`config.mk`:
```
export PLATFORM = sky130hd
export DESIGN_NAME = histo_readout
export DESIGN_NICKNAME = d
export VERILOG_FILES = /design/src/rtl/histo_readout_pkg.sv /design/src/rtl/histo_out_reg.sv /design/src/rtl/histo_readout.sv
export SDC_FILE = /design/constraint.sdc
export NUM_CORES = 1
export LEC_CHECK = 0
export BUFFER_PORTS_ARGS = -buffer_cell sky130_fd_sc_hd__buf_4
export CAP_MARGIN = 20
export CELL_PAD_IN_SITES_DETAIL_PLACEMENT = 0
export CELL_PAD_IN_SITES_GLOBAL_PLACEMENT = 1
export CORE_MARGIN = 2
export CORE_UTILIZATION = 38
export DETAILED_ROUTE_END_ITERATION = 10
export MAX_ROUTING_LAYER = met4
export PLACE_DENSITY = 0.88
export REMOVE_ABC_BUFFERS = 1
export SLEW_MARGIN = 0
export SYNTH_ARGS = -nofsm -noshare
export SYNTH_HDL_FRONTEND = slang
export SYNTH_HIERARCHICAL = 1
export SYNTH_SLANG_ARGS = --single-unit
```
`constraint.sdc`:
```
create_clock -name clk -period 3.7 [get_ports clk]
set_clock_uncertainty 0.2 [all_clocks]
set_input_delay 1.11 -clock clk [delete_from_list [all_inputs] [get_ports clk]]
set_output_delay 1.11 -clock clk [all_outputs]
set_load 0.01 [all_outputs]
```
`src/rtl/histo_readout_pkg.sv`:
```
// Shared constants and types for the histogram core and its readout sequencer.
// Core and reader import these so latency and geometry stay in lockstep.
package histo_readout_pkg;

  localparam int HISTO_BINS       = 1024;
  localparam int HISTO_BIN_W      = 10;
  localparam int HISTO_DATA_W     = 24;
  localparam int HISTO_RD_LAT     = 3;
  localparam int HISTO_CLR_SETTLE = 4;

  typedef enum logic [2:0] {
    IDLE,
    SETTLE,
    WAIT,
    PRESENT,
    DONE
  } rd_state_e;

endpackage

```
`src/rtl/histo_out_reg.sv`:
```
// Output holding register for the bin stream.
// Captures on load and holds everything stable until the sink accepts.
module histo_out_reg #(
  parameter int DATA_W = 24,
  parameter int BIN_W  = 10
) (
  input  logic              clk,
  input  logic              rst,
  input  logic              load,
  input  logic [DATA_W-1:0] in_data,
  input  logic [BIN_W-1:0]  in_bin,
  input  logic              in_first,
  input  logic              in_last,
  input  logic              ready,
  output logic              valid,
  output logic [DATA_W-1:0] data,
  output logic [BIN_W-1:0]  bin,
  output logic              first,
  output logic              last
);

  always_ff @(posedge clk) begin
    if (rst) begin
      valid <= 1'b0;
      data  <= '0;
      bin   <= '0;
      first <= 1'b0;
      last  <= 1'b0;
    end else if (load) begin
      valid <= 1'b1;
      data  <= in_data;
      bin   <= in_bin;
      first <= in_first;
      last  <= in_last;
    end else if (valid && ready) begin
      valid <= 1'b0;
    end
  end

endmodule

```
`src/rtl/histo_readout.sv`:
```
// Readout sequencer: sweeps every histogram bin in read/clear mode,
// streams the counts out and latches the total pixel count.
module histo_readout
  import histo_readout_pkg::*;
#(
  parameter int BINS       = HISTO_BINS,
  parameter int BIN_W      = HISTO_BIN_W,
  parameter int DATA_W     = HISTO_DATA_W,
  parameter int SUM_W      = HISTO_DATA_W + HISTO_BIN_W,
  parameter int SETTLE_CYC = HISTO_CLR_SETTLE,
  parameter int RD_LAT     = HISTO_RD_LAT
) (
  input  logic              clk,
  input  logic              rst,
  input  logic              start,
  output logic              busy,
  output logic              done,
  output logic              histo_rw,
  output logic [BIN_W-1:0]  histo_bin,
  input  logic [DATA_W-1:0] histo_data,
  output logic              m_valid,
  input  logic              m_ready,
  output logic [DATA_W-1:0] m_data,
  output logic [BIN_W-1:0]  m_bin,
  output logic              m_first,
  output logic              m_last,
  output logic [SUM_W-1:0]  total
);

  localparam int CNT_MAX = (SETTLE_CYC > RD_LAT) ? SETTLE_CYC : RD_LAT;
  localparam int CNT_W   = $clog2(CNT_MAX) + 1;
  localparam logic [BIN_W-1:0] LAST_BIN = BIN_W'(BINS - 1);

  rd_state_e        state;
  logic [CNT_W-1:0] cnt;
  logic [SUM_W-1:0] sum;
  logic             load;

  assign load = (state == WAIT) && (cnt == '0);

  histo_out_reg #(
    .DATA_W (DATA_W),
    .BIN_W  (BIN_W)
  ) u_out (
    .clk      (clk),
    .rst      (rst),
    .load     (load),
    .in_data  (histo_data),
    .in_bin   (histo_bin),
    .in_first (histo_bin == '0),
    .in_last  (histo_bin == LAST_BIN),
    .ready    (m_ready),
    .valid    (m_valid),
    .data     (m_data),
    .bin      (m_bin),
    .first    (m_first),
    .last     (m_last)
  );

  // A start coinciding with the done pulse is dropped.
  always_ff @(posedge clk) begin
    if (rst) begin
      state     <= IDLE;
      busy      <= 1'b0;
      done      <= 1'b0;
      histo_rw  <= 1'b1;
      histo_bin <= LAST_BIN;
      cnt       <= '0;
      sum       <= '0;
      total     <= '0;
    end else begin
      done <= 1'b0;
      unique case (state)
        IDLE: begin
          if (start && !done) begin
            state    <= SETTLE;
            histo_rw <= 1'b0;
            busy     <= 1'b1;
            sum      <= '0;
            cnt      <= CNT_W'(SETTLE_CYC - 1);
          end
        end
        SETTLE: begin
          if (cnt == '0) begin
            histo_bin <= '0;
            cnt       <= CNT_W'(RD_LAT - 1);
            state     <= WAIT;
          end else begin
            cnt <= cnt - CNT_W'(1);
          end
        end
        WAIT: begin
          if (cnt == '0) begin
            sum   <= sum + SUM_W'(histo_data);
            state <= PRESENT;
          end else begin
            cnt <= cnt - CNT_W'(1);
          end
        end
        PRESENT: begin
          if (m_valid && m_ready) begin
            if (m_last) begin
              state <= DONE;
            end else begin
              histo_bin <= histo_bin + BIN_W'(1);
              cnt       <= CNT_W'(RD_LAT - 1);
              state     <= WAIT;
            end
          end
        end
        DONE: begin
          histo_rw  <= 1'b1;
          histo_bin <= LAST_BIN;
          total     <= sum;
          done      <= 1'b1;
          busy      <= 1'b0;
          state     <= IDLE;
        end
        default: state <= IDLE;
      endcase
    end
  end

endmodule

```
==> flow_summary_export.csv, run 1 <==
group,metric,value,unit
route,wl_per_cell,14.5,um
finish,final_cells,1028,
global_routing,grt_max_degree,86,
route,drt_pass1_iterations,5,
yosys,post_synth.cell_area_avg,8.65,um^2
finish,multiInputGateArea,3240,um^2
power_and_ir_drop,cellPowerDensity,490,nW/um^2
cts,cts_resized,0,
sta,setup_tns,0,ps
cts,htree_num_levels,4,
finish,seq_area,2480,um^2
yosys,synth_area_leaders,"dfxtp_1 42%, nand2_1 6.5%, mux2i_1 6.0%",
power_and_ir_drop,p_sw_share,25.3,%
yosys,synth_area,5970,um^2
route,drc,0,
floorplan,start_util,39.2,%
floorplan,core-area,15300,um^2
worst_setup_path,criticalPathCategory,"primary input to register",
route,viasPerCell,5.11,
placement,portBuffers,111,
finish,final_area,7660,um^2
cts,cts_setup_buffers,0,
yosys,ys_warn_count,6,
yosys,synth.distinct_cells,60,
sta,max_clock_freq,0.297,GHz
power_and_ir_drop,irDropWorstVdd,0.000307,V
flow_run,timing.max_cap.violations,0,
power_and_ir_drop,pwr-share-clk,46.7,%
cts,clockBufferDepth,2,
yosys,ys.flop_type,"dfxtp_1",
yosys,synth_edf_count,0,
worst_setup_path,worstSetupStartpointType,"primary input",
cts,cts_sinks,124,
floorplan,die_width,129,um
sta,worstMarginPinSlew,1120,ps
run_status,outcome,"finished clean",
placement,hpwl,10.4,mm
yosys,seq_area_frac_synth,41.5,%
placement,placed_area,7050,um^2
worst_setup_path,crit_required,3850,ps
cts,clk_pin_slew,50,ps
sta,slew_headroom,25.4,%
power_and_ir_drop,p_comb_share,14.3,%
route,detail-route-antenna-nets,0,
route,drt-initial-drc-count,293,
route,num_vias,5253,
worst_hold_path,hp-class,"register to register",
global_routing,grt_pass1_wl,24.4,mm
cts,cts-buffers-inserted,17,
cts,cts_root_buffer,"clkbuf_16",
cts,cts_tree,"built",
power_and_ir_drop,seqPwrFrac,39.0,%
finish,finalNetCount,863,
sta,hold_violations,0,
sta,period_needed,3370,ps
floorplan,die_area,16700,um^2
cts,ctsHoldBuffers,0,
yosys,synth_top_cell_area_share,41.5,%
floorplan,die_h,129,um
global_routing,grtUsageTotal,18.9,%
cts,clk_latency,420,ps
power_and_ir_drop,leakagePower,3.26,nW
finish,fillers,1477,
placement,gp_congestion,0.853,
worst_setup_path,cp.arrival,3520,ps
sta,rsz0062_at_grt,"no",
sta,fin_crit_sh,91.0,%
global_routing,grt_overflow,0,
yosys,ys_seq_elements,124,
global_routing,grt_antenna_before_repair,0,
power_and_ir_drop,netSwitchingPower,0.947,mW
yosys,async_reset_ff_share,0,%
power_and_ir_drop,p_int,2.80,mW
floorplan,boundaryPins,112,
worst_setup_path,path_max_fanout,4,
finish,area_growth,28.2,%
finish,diodes,0,
yosys,yosysTopAreaCell,"dfxtp_1",
finish,drive_gt1_share,21.2,%
floorplan,fp-row-count,45,
placement,dp_cells,998,
global_routing,grt_pass1_vias,4935,
route,drt_wl_total,14.9,mm
sta,setup_violations,0,
sta,slew_viol_final,0,
worst_setup_path,end_kind,"register",
yosys,postSynthCellCount,691,
cells in the mapped netlist (all sizes together), types with 6 or more instances:
cell and count:
a21oi 68, clkbuf 25, xnor2 13, mux2i 36, ha 28, nand4 8
a22oi 8, a22o 15, inv 16, a21o 14, a31oi 6, nand2 103
xor2 11, nand3 14, and3 16, dfxtp 124, nor2 72, o21ai 26
a211oi 6, buf 12, nor4 6
metrics by stage:
stage / hold WS [ps] / utilization (%) / worst slack [ps] / total power, mW
6_report: 252 / 50.2 / 334 / 3.75
5_1_grt: 275 / 50.2 / 215 / 3.91
4_1_cts: 255 / 50.2 / 357 / 3.78
3_5_place_dp: 248 / 46.2 / -82.9 / 2.02
3_3_place_gp: 235 / 46.2 / -58.2 / 2.02
2_1_floorplan: 239 / - / -1460 / 1.81
critical path: stages:
cell and delay (ps):
buf_4 90, ha_1 160, inv_1 60, fa_1 390
and2b_1 230, o2111a_2 200, o21ai_2 90, o31a_4 390
o21ai_4 200, nand4_4 130, or3_1 320, a21oi_1 130
routing by layer:
| metal | vias to the layer above | routed length [um] | global-route usage [%] | part of all wire, % |
|---|---|---|---|---|
| li1 | 2679 | - | - | - |
| met2 | 122 | 6740 | 29.5 | 45 |
| met1 | 2438 | 7220 | 24.1 | 49 |
| met4 | 0 | 171 | 5.37 | 1.2 |
| met5 | - | 0 | - | 0 |
| met3 | 14 | 734 | 5.16 | 4.9 |
layout by cell type, fill, tap and decap left out, drive strengths merged, types with 5 or more instances in the layout:
master	n
nand2	103
o211ai	5
clkbuf	23
a21oi	68
mux2i	36
a211oi	6
xor2	11
nand2b	5
xnor2	13
a22oi	8
a21o	14
buf	133
ha	28
nor4	6
nor2	72
and3	16
nand3	14
nand4	8
dfxtp	124
a31oi	6
a22o	15
inv	16
o21ai	26
sequential cells by signal, indices dropped and copies added, names as in the netlist, 3 cells and up:
name,count
sum,34
total,34
u_out/data,24
histo_bin,10
u_out/bin,10
cnt,3
state,3
kinds of logic (layout without fill, tap and decap cells):
logic type               Yosys count  in the layout  synth area share (%)
buffers and inverters             53            179                  4.42
flip-flops                       124            124                  41.5
XOR/XNOR                          24             24                  3.52
adder cells (fa/ha/maj)           29             29                  6.20
AND/OR/NAND/NOR                  250            250                  19.1
AO/OA/AOI/OAI                    175            175                  19.2
multiplexers                      36             36                  6.03
path summary, 6_finish.rpt:
check | endpoint | depth (start not counted) | slack (ps) | start
hold reg to reg | total[18] | 2 | 250 | total[18]
setup reg to reg | sum[32] | 11 | 760 | sum[0]
hold / removal | total[18] | 2 | 250 | total[18]
setup / recovery | sum[32] | 12 | 330 | histo_data[0]
final cells by class:
class                      count  area share, %
tap                          211           3.45
sequential                   124           32.4
inverter                      16          0.784
multi-input combinational    514           42.3
clock buffer                  23           6.24
clock inverter                 7           1.80
timing repair buffer         133           13.0
power groups by stage:
| stage | Sequential [mW] | Clock [mW] | Combinational, mW |
|---|---|---|---|
| finish | 1.46 | 1.75 | 0.537 |
| global route | 1.47 | 1.84 | 0.601 |
| CTS | 1.46 | 1.78 | 0.539 |
| detailed placement | 1.49 | 0 | 0.537 |
| global placement | 1.49 | 0 | 0.533 |
| floorplan | 1.49 | 0 | 0.323 |
No activity file was read; power rests on OpenSTA's default activity.
==> run 2, diff against run 1 <==
- PLACE_DENSITY: 0.88 -> 0.85
==> run 2 against run 1 <==
Net effect: via count is 1.0% lower; critical path depth did not move; total power decreased by 4.7%; combinational power barely moved; maximum frequency increased by 1.5%; utilization decreased by 0.25 points; wire length decreased by 2.3%; register-to-register slack improved by 40 ps; global-route usage fell by 0.51 points; sequential share of layout area up 0.16 points; clock power fell by 10%.
==> flow_summary_export.csv, run 2 (synthesized netlist as in run 1, its figures left out) <==
group,metric,value,unit
worst_setup_path,end_kind,"register",
cts,htree_num_levels,4,
sta,max_clock_freq,0.302,GHz
finish,finalNetCount,863,
power_and_ir_drop,netSwitchingPower,0.972,mW
worst_hold_path,hp-class,"register to register",
sta,slew_viol_final,0,
floorplan,core-area,15300,um^2
floorplan,die_width,129,um
cts,cts_root_buffer,"clkbuf_16",
placement,place_worst_setup_slack,-32.0,ps
placement,portBuffers,111,
power_and_ir_drop,irDropWorstVdd,0.000321,V
power_and_ir_drop,p_int,2.60,mW
global_routing,grtUsageTotal,18.4,%
finish,reg_top3,"sum: 34 flops, total: 34 flops, u_out/data: 24 flops",
global_routing,grt_antenna_before_repair,0,
worst_setup_path,rrSetupSlack,800,ps
finish,drive_gt1_share,21.6,%
floorplan,boundaryPins,112,
sta,rsz0062_at_grt,"no",
placement,hpwl,10.2,mm
cts,cts_tree,"built",
route,drt-initial-drc-count,186,
power_and_ir_drop,cellPowerDensity,469,nW/um^2
floorplan,fp-row-count,45,
finish,multiInputGateArea,3250,um^2
finish,final_common_cell,"buf_4",
sta,holdWs,253,ps
sta,worstMarginPinSlew,877,ps
route,viasPerCell,5.05,
cts,clk_latency,420,ps
power_and_ir_drop,pwr-share-clk,44.0,%
floorplan,die_h,129,um
route,num_vias,5199,
route,drt_wl_total,14.5,mm
worst_setup_path,rr_endpoint,"sum[32]",
flow_run,timing.max_cap.violations,0,
global_routing,grt_max_degree,63,
power_and_ir_drop,p_comb_share,15.1,%
power_and_ir_drop,p_sw_share,27.2,%
sta,finalWorstSetupSlack,385,ps
worst_setup_path,cp.arrival,3470,ps
power_and_ir_drop,seqPwrFrac,40.9,%
global_routing,grt_overflow,0,
finish,most-common-layout-cells,"132 x buf_4, 124 x dfxtp_1, 103 x nand2_1",
placement,gp_congestion,0.880,
global_routing,grt_pass1_wl,23.7,mm
route,wl_per_cell,14.1,um
sta,period_needed,3310,ps
worst_setup_path,criticalPathCategory,"primary input to register",
cts,clk_pin_slew,60,ps
floorplan,die_area,16700,um^2
route,detail-route-antenna-nets,0,
run_status,outcome,"finished clean",
finish,final_cells,1030,
placement,dp_cells,997,
sta,fin_crit_sh,89.6,%
floorplan,start_util,39.2,%
finish,seq_area,2480,um^2
route,drt_pass1_iterations,5,
worst_setup_path,timing.rr.start,"sum[0]",
worst_hold_path,hold_end,"total[1]",
power_and_ir_drop,leakagePower,3.24,nW
power_and_ir_drop,fin_total_pwr,3.58,mW
cts,cts_setup_buffers,0,
global_routing,grt_pass1_vias,4997,
sta,hold_violations,0,
finish,area_growth,27.6,%
sta,setup_violations,0,
cts,clockBufferDepth,2,
finish,diodes,0,
worst_setup_path,path_max_fanout,3,
sta,slew_headroom,41.1,%
worst_setup_path,crit_required,3860,ps
finish,fillers,1478,
worst_setup_path,ff2ff_path_depth,11,
worst_setup_path,worstSetupStartpointType,"primary input",
route,drc,0,
cts,ctsHoldBuffers,0,
worst_hold_path,hold_depth,2,
cts,cts_resized,0,
cts,cts_sinks,124,
cts,cts-buffers-inserted,17,
finish,post-route-util,50.0,%
worst_hold_path,worstHoldStart,"total[1]",
[run 2: cell type report]
class	count	share of cell area, %
multi-input cells	514	42.6
clock buffers	21	6.17
flip-flops and latches	124	32.6
inverters	16	0.788
well taps	211	3.46
repair buffers	133	13.1
clock inverters	11	1.23
[run 2: metrics by stage]
step | setup TNS [ps] | cell area [um^2]
2_1_floorplan | -34200 | 5770
3_3_place_gp | -30.3 | 7050
3_5_place_dp | -32.0 | 7050
4_1_cts | 0 | 7610
5_1_grt | 0 | 7620
6_report | 0 | 7620
[run 2: worst max path at each step]
stage             startpoint  endpoint  slack (ps)  cells after the start
2_1_floorplan       state[1]   sum[32]       -1460                      7
3_3_place_gp   histo_data[0]   sum[32]         -30                     12
3_5_place_dp   histo_data[0]   sum[32]         -30                     12
4_1_cts        histo_data[0]   sum[32]         390                     12
5_1_grt        histo_data[0]   sum[32]         240                     12
6_report       histo_data[0]   sum[32]         390                     12
[run 2: worst max-delay path, cell delays in order]
cell and delay, ps:
buf_4 90, ha_1 150, inv_1 50, fa_1 390, and2b_1 230, o2111a_2 210, o21ai_2 70, o31a_4 380
o21ai_4 190, nand4_4 120, or3_1 330, a21oi_1 140
[run 2: routing by layer]
layer | global-route usage, % | vias to the layer above | part of all wire (%)
li1 | - | 2682 | -
met1 | 22.8 | 2377 | 48
met2 | 28.8 | 123 | 45
met3 | 4.91 | 17 | 5.1
met4 | 6.59 | 0 | 1.5
met5 | - | - | 0
[run 2: power by group through the flow]
stage	Combinational (mW)	Sequential [mW]	Clock, mW
final	0.540	1.46	1.57
after global placement	0.533	1.49	0
after detailed placement	0.538	1.49	0
after global routing	0.605	1.47	1.66
after CTS	0.541	1.46	1.60
after floorplan	0.323	1.49	0
==> run 3, diff against run 2 <==
--- a/config.mk
+++ b/config.mk
@@ -6,4 +6,5 @@
 export NUM_CORES = 1
 export LEC_CHECK = 0
+export ABC_AREA = 1
 export BUFFER_PORTS_ARGS = -buffer_cell sky130_fd_sc_hd__buf_4
 export CAP_MARGIN = 20
@@ -11,8 +12,8 @@
 export CELL_PAD_IN_SITES_GLOBAL_PLACEMENT = 1
 export CORE_MARGIN = 2
-export CORE_UTILIZATION = 38
+export CORE_UTILIZATION = 36
 export DETAILED_ROUTE_END_ITERATION = 10
 export MAX_ROUTING_LAYER = met4
-export PLACE_DENSITY = 0.85
+export PLACE_DENSITY = 0.84
 export REMOVE_ABC_BUFFERS = 1
 export SLEW_MARGIN = 0
==> constraint.sdc (replaced) <==
create_clock -name clk -period 3.7 [get_ports clk]
set_clock_uncertainty 0.2 [all_clocks]
set_input_delay 1.11 -clock clk [delete_from_list [all_inputs] [get_ports clk]]
set_output_delay 1.11 -clock clk [all_outputs]
set_load 0.02 [all_outputs]
==> run 3 against run 2 <==
Net effect: flip-flop and latch count stayed put; count of clock-buffer cells in the layout rose by 2; hold slack better by 4.4 ps; maximum frequency up 15%; global-route usage increased by 1.7 points; register-to-register slack improved by 410 ps; area after synthesis up 13%; critical path type unchanged; largest cell class unchanged.
==> flow_summary_export.csv, run 3 <==
group,metric,value,unit
worst_setup_path,ff2ff_path_depth,13,
yosys,post_synth.cell_area_avg,6.86,um^2
global_routing,use_met3,3.57,%
finish,finalNetCount,1144,
yosys,ys_seq_elements,124,
route,drc,0,
cts,htree_num_levels,4,
cts,clockBufferDepth,2,
worst_hold_path,hold_end,"histo_rw",
sta,worstMarginPinSlew,652,ps
yosys,synthTopCellsByCount,"253 x nand2_1, 127 x inv_1, 124 x dfxtp_1",
worst_setup_path,path_max_fanout,6,
yosys,async_reset_ff_share,0,%
power_and_ir_drop,leakagePower,4.08,nW
worst_setup_path,criticalPathCategory,"primary input to register",
yosys,yosysMostFrequentCell,"nand2_1",
yosys,ys_warn_count,6,
global_routing,grt_max_degree,48,
yosys,ys.flop_type,"dfxtp_1",
floorplan,die_h,141,um
worst_setup_path,cp.arrival,3010,ps
global_routing,use_met2,30.2,%
yosys,postSynthCellCount,980,
yosys,seq_area_frac_synth,36.9,%
cts,cts_setup_buffers,0,
placement,hpwl,13.6,mm
cts,cts_resized,0,
run_status,outcome,"finished clean",
global_routing,top_usage_layer,"met2",
placement,portBuffers,111,
route,drt-initial-drc-count,379,
route,detail-route-antenna-nets,0,
sta,setup_tns,0,ps
placement,gp_congestion,0.894,
route,num_vias,6418,
sta,finalWorstSetupSlack,805,ps
worst_setup_path,timing.rr.start,"sum[0]",
sta,slew_headroom,56.5,%
sta,max_clock_freq,0.345,GHz
worst_setup_path,worstSetupStartpointType,"primary input",
finish,drive_gt1_share,17.0,%
global_routing,use_met1,27.3,%
finish,final_common_cell,"nand2_1",
global_routing,grtUsageTotal,20.1,%
worst_setup_path,rr_endpoint,"sum[32]",
cts,ctsHoldBuffers,0,
floorplan,core-area,18100,um^2
cts,clk_latency,420,ps
sta,hold_violations,0,
floorplan,die_area,19800,um^2
sta,fin_crit_sh,78.2,%
cts,clk_pin_slew,60,ps
finish,area_growth,22.9,%
power_and_ir_drop,cellPowerDensity,659,nW/um^2
global_routing,grt_antenna_before_repair,0,
worst_setup_path,end_kind,"register",
cts,cts_root_buffer,"clkbuf_16",
floorplan,start_util,37.1,%
power_and_ir_drop,irDropWorstVdd,0.000303,V
yosys,synth_area,6720,um^2
finish,fillers,1908,
cts,cts_sinks,124,
sta,period_needed,2890,ps
route,drt_wl_total,18.8,mm
finish,diodes,0,
flow_run,timing.max_cap.violations,0,
floorplan,die_width,141,um
worst_hold_path,hold_depth,2,
route,viasPerCell,4.84,
floorplan,fp-row-count,49,
yosys,yosysTopAreaCell,"dfxtp_1",
worst_hold_path,hp-class,"register to register",
cts,cts-buffers-inserted,17,
worst_hold_path,worstHoldStart,"histo_rw",
route,wl_per_cell,14.2,um
cts,cts_tree,"built",
global_routing,grt_pass1_vias,6031,
sta,slew_viol_final,0,
worst_setup_path,crit_required,3810,ps
finish,final_cells,1326,
yosys,synth_top_cell_area_share,36.9,%
finish,most-common-layout-cells,"253 x nand2_1, 126 x inv_1, 124 x dfxtp_1",
placement,dp_cells,1297,
yosys,synth_edf_count,0,
route,drt_pass1_iterations,5,
global_routing,grt_pass1_wl,30.9,mm
yosys,synth_area_leaders,"dfxtp_1 37%, nand2_1 14%, inv_1 7.1%",
finish,reg_top3,"sum: 34 flops, total: 34 flops, u_out/data: 24 flops",
sta,setup_violations,0,
worst_setup_path,rrSetupSlack,1210,ps
sta,holdWs,257,ps
yosys,synth.distinct_cells,46,
floorplan,boundaryPins,112,
sta,rsz0062_at_grt,"no",
global_routing,grt_overflow,0,
placement,place_worst_setup_slack,390,ps
[run 3: layout make-up]
class                      instances  area (um^2)  area share [%]
clock buffer                      23          498            6.03
sequential                       124         2480            30.0
clock inverter                     6          110            1.33
tap                              229          287            3.47
timing repair buffer             114          856            10.4
multi-input combinational        696         3510            42.5
inverter                         134          518            6.27
[run 3: through the flow]
step | power, mW | cell area [um^2] | util [%]
floorplan | 3.06 | 6510 | -
global route | 5.82 | 8260 | 45.5
finish | 5.45 | 8260 | 45.5
global placement | 3.74 | 7660 | 42.2
detailed placement | 3.75 | 7660 | 42.2
CTS | 5.50 | 8260 | 45.5
[run 3: logic make-up after synthesis]
family                   share of synthesized area, %
AO/OA/AOI/OAI                                    15.7
XOR/XNOR                                        0.261
adder cells (fa/ha/maj)                          5.51
buffers and inverters                            10.9
flip-flops                                       36.9
AND/OR/NAND/NOR                                  30.7
[run 3: worst max-delay path by stage]
| stage | cells past startpoint | end | startpoint |
|---|---|---|---|
| finish | 14 | sum[32] | histo_data[0] |
| CTS | 14 | sum[32] | histo_data[0] |
| global placement | 14 | sum[32] | histo_data[0] |
| detailed placement | 14 | sum[32] | histo_data[0] |
| global route | 14 | sum[32] | histo_data[0] |
| floorplan | 13 | sum[28] | histo_data[0] |
[run 3: layer usage]
| layer | routed length, um | up-vias |
|---|---|---|
| li1 | - | 3373 |
| met1 | 9400 | 2888 |
| met2 | 8390 | 136 |
| met3 | 740 | 21 |
| met4 | 299 | 0 |
| met5 | 0 | - |
[run 3: power by group]
group	switching (mW)	total (mW)	internal [mW]
Combinational	1.28	1.94	0.666
Clock	0.589	1.73	1.14
Sequential	0.197	1.78	1.58
[run 3: worst max-delay path: stages]
cell	delay (ps)
buf_4	90
ha_1	220
inv_1	70
fa_1	410
inv_1	120
nand3_1	80
nand3_1	130
nand2_1	70
nand3_1	180
nand2_1	90
nand3_1	200
nand3_1	110
nand2_1	80
nor2_1	40
